<file path="config.mk">
export PLATFORM = sky130hd
export DESIGN_NAME = result_unloader_flat
export DESIGN_NICKNAME = d
export VERILOG_FILES = /design/src/rtl/result_unloader_if.sv /design/src/rtl/result_unloader.sv /design/src/flat_wrapper.sv
export SDC_FILE = /design/constraint.sdc
export NUM_CORES = 1
export LEC_CHECK = 0
export ABC_AREA = 0
export ABC_CLOCK_PERIOD_IN_PS = 2500
export BUFFER_PORTS_ARGS = -buffer_cell sky130_fd_sc_hd__buf_2
export CAP_MARGIN = 10
export CORE_MARGIN = 2
export CORE_UTILIZATION = 57
export CTS_CLUSTER_DIAMETER = 100
export DETAILED_ROUTE_END_ITERATION = 8
export PLACE_DENSITY = 0.91
export SLEW_MARGIN = 15
export SYNTH_ARGS = -nofsm -noshare
export SYNTH_HDL_FRONTEND = slang
export SYNTH_SLANG_ARGS = --single-unit
</file>
<file path="constraint.sdc">
create_clock -name CLK -period 2.5 [get_ports CLK]
set_input_delay 0.125 -clock CLK [delete_from_list [all_inputs] [get_ports CLK]]
set_output_delay 0.125 -clock CLK [all_outputs]
set_load 0.005 [all_outputs]
</file>
<file path="src/rtl/result_unloader_if.sv">
// Result-buffer read port and framed output byte stream of the result unloader.
// master = unloader side, slave = buffer/consumer side.
interface result_unloader_if #(
   parameter int DATA_W = 32,
   parameter int ADDR_W = 4
);
   logic              rd_en;
   logic [ADDR_W-1:0] rd_addr;
   logic [DATA_W-1:0] rd_data;
   logic [7:0]        dout;
   logic [1:0]        ctrl_out;
   logic              dout_valid;
   logic              dout_ready;

   modport master (
      output rd_en, rd_addr, dout, ctrl_out, dout_valid,
      input  rd_data, dout_ready
   );

   modport slave (
      input  rd_en, rd_addr, dout, ctrl_out, dout_valid,
      output rd_data, dout_ready
   );
endinterface

</file>
<file path="src/rtl/result_unloader.sv">
// Serialises the result matrix into a framed byte stream (hdr rows, hdr cols, data MSB-first, end).
// First header byte one cycle after done; each element costs 2 + ELEM_BYTES cycles; stalls hold dout while !dout_ready.
module result_unloader #(
   parameter int DATA_W     = 32,
   parameter int ELEM_BYTES = DATA_W / 8,
   parameter int MAX_ELEMS  = 16,
   parameter int ADDR_W     = 4
) (
   input  logic              CLK,
   input  logic              RST_N,
   input  logic              done,
   input  logic [3:0]        res_rows,
   input  logic [3:0]        res_cols,
   result_unloader_if.master bus,
   output logic              busy,
   output logic              err
);
   localparam int BI_W = (ELEM_BYTES > 1) ? $clog2(ELEM_BYTES) : 1;

   typedef enum logic [2:0] {IDLE, HDR_R, HDR_C, FETCH, LOAD, BYTE, END} state_t;

   state_t            state;
   logic [3:0]        cols;
   logic [7:0]        n;
   logic [7:0]        elem_idx;
   logic [BI_W-1:0]   byte_idx;
   logic [DATA_W-1:0] shreg;

   logic              accept;
   logic [DATA_W-1:0] shreg_nxt;
   logic [7:0]        n_prod;
   logic [7:0]        elem_nxt;

   assign accept    = bus.dout_valid && bus.dout_ready;
   assign shreg_nxt = shreg << 8;
   assign n_prod    = {4'h0, res_rows} * {4'h0, res_cols};
   assign elem_nxt  = elem_idx + 8'd1;

   // Outputs are assigned on the transition into the state that presents them,
   // so every registered value is visible exactly while the FSM sits in that state.
   always_ff @(posedge CLK or negedge RST_N) begin
      if (!RST_N) begin
         state          <= IDLE;
         cols           <= '0;
         n              <= '0;
         elem_idx       <= '0;
         byte_idx       <= '0;
         shreg          <= '0;
         busy           <= 1'b0;
         err            <= 1'b0;
         bus.rd_en      <= 1'b0;
         bus.rd_addr    <= '0;
         bus.dout       <= '0;
         bus.ctrl_out   <= '0;
         bus.dout_valid <= 1'b0;
      end else begin
         case (state)
            IDLE: begin
               if (done) begin
                  cols           <= res_cols;
                  n              <= n_prod;
                  elem_idx       <= '0;
                  byte_idx       <= '0;
                  busy           <= 1'b1;
                  bus.dout       <= {4'h0, res_rows};
                  bus.ctrl_out   <= 2'd1;
                  bus.dout_valid <= 1'b1;
                  state          <= HDR_R;
               end
            end
            HDR_R: begin
               if (accept) begin
                  bus.dout <= {4'h0, cols};
                  state    <= HDR_C;
               end
            end
            HDR_C: begin
               if (accept) begin
                  if (n == 8'd0 || n > 8'(MAX_ELEMS)) begin
                     if (n > 8'(MAX_ELEMS)) err <= 1'b1;
                     bus.dout     <= 8'h00;
                     bus.ctrl_out <= 2'd2;
                     state        <= END;
                  end else begin
                     bus.dout_valid <= 1'b0;
                     bus.rd_en      <= 1'b1;
                     bus.rd_addr    <= elem_idx[ADDR_W-1:0];
                     state          <= FETCH;
                  end
               end
            end
            FETCH: begin
               bus.rd_en <= 1'b0;
               state     <= LOAD;
            end
            LOAD: begin
               // rd_data is valid now, one cycle after the FETCH strobe
               shreg          <= bus.rd_data;
               byte_idx       <= '0;
               bus.dout       <= bus.rd_data[DATA_W-1 -: 8];
               bus.ctrl_out   <= 2'd0;
               bus.dout_valid <= 1'b1;
               state          <= BYTE;
            end
            BYTE: begin
               if (accept) begin
                  shreg    <= shreg_nxt;
                  byte_idx <= byte_idx + 1'b1;
                  if (byte_idx == BI_W'(ELEM_BYTES - 1)) begin
                     elem_idx <= elem_nxt;
                     if (elem_idx == n - 8'd1) begin
                        bus.dout     <= 8'h00;
                        bus.ctrl_out <= 2'd2;
                        state        <= END;
                     end else begin
                        bus.dout_valid <= 1'b0;
                        bus.rd_en      <= 1'b1;
                        bus.rd_addr    <= elem_nxt[ADDR_W-1:0];
                        state          <= FETCH;
                     end
                  end else begin
                     bus.dout <= shreg_nxt[DATA_W-1 -: 8];
                  end
               end
            end
            END: begin
               if (accept) begin
                  busy           <= 1'b0;
                  bus.dout_valid <= 1'b0;
                  bus.dout       <= 8'h00;
                  bus.ctrl_out   <= 2'd0;
                  state          <= IDLE;
               end
            end
            default: state <= IDLE;
         endcase
      end
   end
endmodule

</file>
<file path="src/flat_wrapper.sv">
// flat-port wrapper written by rule: the top's interface ports become plain ports
module result_unloader_flat 
#(
   parameter int DATA_W     = 32,
   parameter int ELEM_BYTES = DATA_W / 8,
   parameter int MAX_ELEMS  = 16,
   parameter int ADDR_W     = 4
)
  (CLK, RST_N, done, res_rows, res_cols, busy, err, bus_rd_en, bus_rd_addr, bus_dout, bus_ctrl_out, bus_dout_valid, bus_rd_data, bus_dout_ready);
  result_unloader_if #(.DATA_W(DATA_W), .ADDR_W(ADDR_W)) bus_i ();
  input  logic CLK;
  input  logic RST_N;
  input  logic done;
  input  logic [3:0] res_rows;
  input  logic [3:0] res_cols;
  output logic busy;
  output logic err;
  output wire logic [$bits(bus_i.rd_en)-1:0] bus_rd_en;
  output wire logic [$bits(bus_i.rd_addr)-1:0] bus_rd_addr;
  output wire logic [$bits(bus_i.dout)-1:0] bus_dout;
  output wire logic [$bits(bus_i.ctrl_out)-1:0] bus_ctrl_out;
  output wire logic [$bits(bus_i.dout_valid)-1:0] bus_dout_valid;
  input wire logic [$bits(bus_i.rd_data)-1:0] bus_rd_data;
  input wire logic [$bits(bus_i.dout_ready)-1:0] bus_dout_ready;
  assign bus_rd_en = bus_i.rd_en;
  assign bus_rd_addr = bus_i.rd_addr;
  assign bus_dout = bus_i.dout;
  assign bus_ctrl_out = bus_i.ctrl_out;
  assign bus_dout_valid = bus_i.dout_valid;
  assign bus_i.rd_data = bus_rd_data;
  assign bus_i.dout_ready = bus_dout_ready;
  result_unloader #(.DATA_W(DATA_W), .ELEM_BYTES(ELEM_BYTES), .MAX_ELEMS(MAX_ELEMS), .ADDR_W(ADDR_W)) u_core (.CLK(CLK), .RST_N(RST_N), .done(done), .res_rows(res_rows), .res_cols(res_cols), .bus(bus_i), .busy(busy), .err(err));
endmodule
</file>
# After elaboration in Yosys (flattened, before gate mapping)
# Index checks and enable logic that the tools add are counted.
# classes
n_eq_ne,19
n_lt_le_gt_ge,1
add_sub_neg,3
n_mux,56
n_reduce_logical,24
mul,1
# ops
cell,n
8-bit 2-to-1 mux,11
24-bit one-hot mux with 2 select lines,1
8-bit one-hot mux with 6 select lines,1
24-bit 2-to-1 mux,1
3-bit 2-to-1 mux,8
8-bit AND reduction,3
3-bit one-hot mux with 7 select lines,1
4-bit 2-to-1 mux,5
2-bit 2-to-1 mux,9
6-bit AND reduction,3
8-bit one-hot mux with 2 select lines,1
2-bit by 1-bit inequality test with 1-bit output (second input constant),7
1-bit 2-to-1 mux,12
2-bit one-hot mux with 5 select lines,1
3-bit == test (second input constant),3
8-bit by 1-bit adder with 8-bit output (second input constant),1
8-bit == test,1
8-bit by 5-bit greater-than comparator with 1-bit output (second input constant),1
8-bit zero test,1
4-bit by 4-bit multiplier with 8-bit output,1
4-bit one-hot mux with 2 select lines,1
4-bit AND reduction,2
2-bit nonzero test,4
8-bit by 1-bit subtractor with 8-bit output (second input constant),1
other kinds (18),24
# word_totals
wordCells,117
register_bits,67
output_inout_bits,18
in_bits,44

# Logic depth before layout (Yosys ltp)
# depth
word_depth,6
mapped_depth,11
mapped_depth_nobuf,11

# Worst setup path before layout
# No wires, ideal clock.
# synth_path
kind,input port to flip-flop
startpoint,input res_cols[3]
endpoint,register u_core.n[7]
required_time_ps,2372
setup_slack_ps,4
path_stages,11
arrival_ps,2368
path_buffers,0
setup_time_ps,128
path_cell_list,nand2_1 > fa_1 > inv_1 > fa_1 > ha_1 > a21o_1 > a21oi_1 > o21bai_1 > a21oi_1 > xor2_1 > o21ai_0
# synth_between
elab_chain_cells,1
# synth_lines
item,line,source
start: declaration,flat_wrapper.sv:15,input logic [3:0] res_cols;
4-bit by 4-bit multiplier with 8-bit output,result_unloader.sv:36,"assign n_prod = {4'h0, res_rows} * {4'h0, res_cols};"
end signal: assignment,result_unloader.sv:61,n <= n_prod;
end: declaration,result_unloader.sv:24,logic [7:0] n;
# Every way passes these cells.
# A chain may end at the register's enable or synchronous reset.

# Worst setup path after layout
# layout_path
startpoint,register u_core.n[0]
endpoint,register u_core.bus.dout[3]
# layout_between
elab_chain_cells,4
word_cells_on_any_way,8
classes_between,add/sub (1); order compare (1); eq/ne (3); reduce/logical (3)
# layout_lines
item,line,source
"8-bit by 1-bit subtractor with 8-bit output, or another cell as far along",result_unloader.sv:111,if (elem_idx == n - 8'd1) begin
8-bit == test or 1-bit logical OR (tied branches),"result_unloader.sv:111, result_unloader.sv:79",
3-bit inequality test (no source line) or 2-bit by 1-bit inequality test with 1-bit output (tied branches),n/a,
8-bit AND reduction (no source line) *,n/a,
end signal: assignment,result_unloader.sv:73,"bus.dout <= {4'h0, cols};"
end signal: assignment,result_unloader.sv:100,bus.dout <= bus.rd_data[DATA_W-1 -: 8];
end signal: assignment,result_unloader.sv:122,bus.dout <= shreg_nxt[DATA_W-1 -: 8];
end: declaration,result_unloader_if.sv:16,"output rd_en, rd_addr, dout, ctrl_out, dout_valid,"
# Every way passes the cells marked *; elsewhere a longest branch is shown, timed or not.

==> impl_metrics.py <==
metrics = {
    "status": {
        "outcome": "finished, final reports clean",
    },
    "pwr": {
        "power.leakage_nw": 2.35,
        "power_density_nw_per_um2": 1090,
        "vdd.ir_drop.worst_uv": 670,
    },
    "floorplan": {
        "pin_count": 62,
        "die_w_um": 87.6,
        "start_util": 0.586,
        "rows": 30,
        "die_area_sq_um": 7670,
        "dieHeight_um": 87.6,
        "core_sq_um": 6790,
    },
    "synthesis": {
        "yosysTopAreaCell": "dfrtp_1",
        "synthArstFlopShare": 1.00,
        "post_synth.cell_area_avg_sq_um": 9.21,
        "synth_top_cell_area_share": 0.421,
        "synth_top_cells_by_count": "nand2_1, dfrtp_1, nor2_1, a21oi_1, a31oi_1",
        "netlist_instances": 432,
        "synth_edf_count": 0,
        "synth_nets": 497,
        "yosys_warnings": 0,
        "synth_ff_type": "dfrtp_1",
        "synth_area_leaders": "dfrtp_1, nand2_1, ha_1",
        "synthesis.area_sq_um": 3980,
        "ys_seq_elements": 67,
        "ys_seq_area_frac": 0.421,
        "synth_most_common_cell": "nand2_1",
        "yosysUniqueCellTypes": 59,
    },
    "sta": {
        "fin_crit_sh": 0.954,
        "worst_pin_slew_ns": 0.717,
        "maxSlewHeadroom": 0.522,
        "timing_hold_violations_final": 0,
        "slew_violations": 0,
        "fmax_mhz": 419,
        "setup_viol": 0,
        "finalClockSkew_ns": 0.0124,
        "fin_crit_ns": 2.39,
        "whs_ns": 0.0101,
        "rsz0062_at_grt": "false",
    },
    "routing": {
        "vias": 3503,
        "drt_pre_antenna_iters": 6,
        "antenna_left": 0,
        "wirelength_um": 9800,
        "post-route-drc-count": 0,
        "vias_per_cell": 5.76,
        "drt_iter0_markers": 252,
        "routedWlPerCell_um": 16.1,
    },
    "global_routing": {
        "first_global_vias": 3370,
        "grt_antenna_before_repair": 0,
        "grt_pass1_wl_um": 15900,
        "gr-total-overflow": 0,
        "grt_max_degree": 33,
        "grt_usage": 0.270,
    },
    "place": {
        "io_buffer_count": 61,
        "hpwlAfterDp_um": 6910,
        "gp_congestion": 0.912,
    },
    "worst_setup_path": {
        "cp.required_ns": 2.74,
        "worstSetupStartpointType": "flip-flop",
        "cp_top_family": "compound AO/OA/AOI/OAI gates",
        "slowest_stage": "dfrtp_1",
        "cp_common_cell": "inv_1",
        "slowest_delay_ns": 0.44,
        "cp-end-kind": "flip-flop",
        "timing_worst_setup_path_type": "reg -> reg",
        "cp.arrival_ns": 2.62,
        "cp_max_fo": 8,
        "critPathBufInv": 2,
        "crit_chain": "inv_1 -> ha_1 -> inv_1 -> o41ai_1 -> nand3_1 -> o211a_2 -> o21ai_4 -> mux2_4",
    },
    "cts": {
        "post-cts-setup-buffers": 0,
        "clockBufferDepth": 2,
        "cts_max_level": 3,
        "cts.clk_slew.worst_paths_ns": 0.08,
        "clkSinkCount": 67,
        "numCtsBuffers": 9,
        "cts-root-buf": "clkbuf_8",
        "clk_latency_ns": 0.36,
        "cts_tree": "built",
    },
    "flow_run": {
        "maxCapViolCount": 0,
    },
    "finish": {
        "area_delta_synth_final_pct": 18.9,
        "fillers": 497,
        "drive_above_1_share": 0.240,
        "fin_util": 0.697,
        "fin_nets": 572,
        "n_antenna_cell": 0,
    },
    "min_path": {
        "hp-class": "in -> reg",
    },
}
==> layout by cell type (no fill, tap or decap), types with 3 or more instances in the layout <==
| master | synthesis | routed |
|---|---|---|
| mux2_1 | 4 | 4 |
| dfrtp_1 | 67 | 67 |
| o21ai_0 | 11 | 11 |
| o22a_1 | 3 | 3 |
| dlygate4sd3_1 | 0 | 8 |
| a31oi_1 | 18 | 18 |
| inv_1 | 14 | 14 |
| nand2_1 | 85 | 85 |
| mux2_2 | 3 | 3 |
| xnor2_1 | 8 | 8 |
| ha_1 | 17 | 17 |
| inv_6 | 0 | 3 |
| nand4_1 | 3 | 3 |
| fa_1 | 4 | 4 |
| buf_2 | 5 | 61 |
| or2_2 | 3 | 3 |
| buf_4 | 0 | 19 |
| a221oi_1 | 3 | 3 |
| nand3b_1 | 4 | 4 |
| a21o_1 | 4 | 4 |
| nor3_1 | 6 | 6 |
| a21oi_1 | 18 | 17 |
| a22o_1 | 15 | 15 |
| nand3_1 | 7 | 7 |
| nor2_1 | 43 | 42 |
| clkbuf_8 | 0 | 11 |
| xor2_1 | 8 | 8 |
| mux2_4 | 8 | 8 |
| and2_1 | 15 | 15 |
==> area by class of cell <==
type	instances	area (sq um)	area share
Clock inverter	5	42.5	0.00899
Inverter	16	60.1	0.0127
Timing Repair Buffer	88	528	0.112
Multi-Input combinational cell	325	2150	0.455
Clock buffer	11	151	0.0320
Sequential cell	67	1680	0.354
Tap cell	96	120	0.0254
==> state kept, by name (all words and copies together), names as in the netlist <==
register / cells
u_core.busy: 1
u_core.err: 1
u_core.bus.ctrl_out: 2
u_core.elem_idx: 8
u_core.bus.dout_valid: 1
u_core.byte_idx: 2
u_core.shreg: 24
u_core.cols: 4
u_core.bus.rd_addr: 4
u_core.n: 8
u_core.bus.rd_en: 1
u_core.state: 3
u_core.bus.dout: 8
==> stage by stage <==
step | power, W | cell area (sq um) | TNS [ns] | cells | worst slack (ns)
after detailed placement | 0.00422 | 4450 | -0.525 | 584 | -0.226
after global placement | 0.00407 | 4450 | -0.226 | 584 | -0.119
after floorplan | 0.00355 | 3980 | 0 | 432 | 0.00380
after global routing | 0.00553 | 4730 | 0 | 608 | 0.00526
after CTS | 0.00515 | 4730 | 0 | 608 | 0.140
final | 0.00517 | 4730 | 0 | 608 | 0.114
==> worst min-delay path, cell delays in order <==
cell	delay, ns
buf_2	0.10
nand2_1	0.04
a31oi_1	0.07
==> power by group <==
| group | internal (W) | switching [W] | total [W] |
|---|---|---|---|
| clock | 0.000426 | 0.000462 | 0.000889 |
| combinational | 0.00110 | 0.00128 | 0.00238 |
| sequential | 0.00150 | 0.000400 | 0.00190 |
==> cell families (layout without fill, tap and decap cells) <==
group           after synthesis  count (layout)  synth area share
xor+xnor                     17              17            0.0409
buf+inv                      40             120            0.0393
compound gates               91              91             0.161
simple gates                180             180             0.212
flops                        67              67             0.421
fa+ha+maj                    21              21            0.0736
mux                          16              16            0.0525
==> what timing repair did <==
item | in CTS | in global routing
hold buffers | 8 | 0
hold endpoints to repair | 36 | 0
endpoints found under the setup margin | 0 | 9
gates resized for setup | 0 | 2
==> worst paths after layout <==
check / from / endpoint / slack [ns] / depth (start not counted)
worst max-delay path: u_core.n[0] / u_core.bus.dout[3] / 0.11 / 8
worst min-delay path: bus_rd_data[14] / u_core.shreg[14] / 0.01 / 3
worst max register to register: u_core.n[0] / u_core.bus.dout[3] / 0.11 / 8
worst min register to register: u_core.bus.rd_addr[3] / u_core.bus.rd_addr[3] / 0.49 / 1
max in group asynchronous: RST_N / u_core.bus.rd_en / 1.40 / 3
min in group asynchronous: RST_N / u_core.bus.rd_addr[2] / 0.36 / 2
==> layer usage <==
layer,global-route usage,part of all wire,vias to the layer above
met4,0.119,0.026,0
met2,0.441,0.49,148
met5,0,0,-
met3,0.0566,0.059,33
li1,-,-,1649
met1,0.348,0.42,1673
No activity file was read; power rests on OpenSTA's default activity.
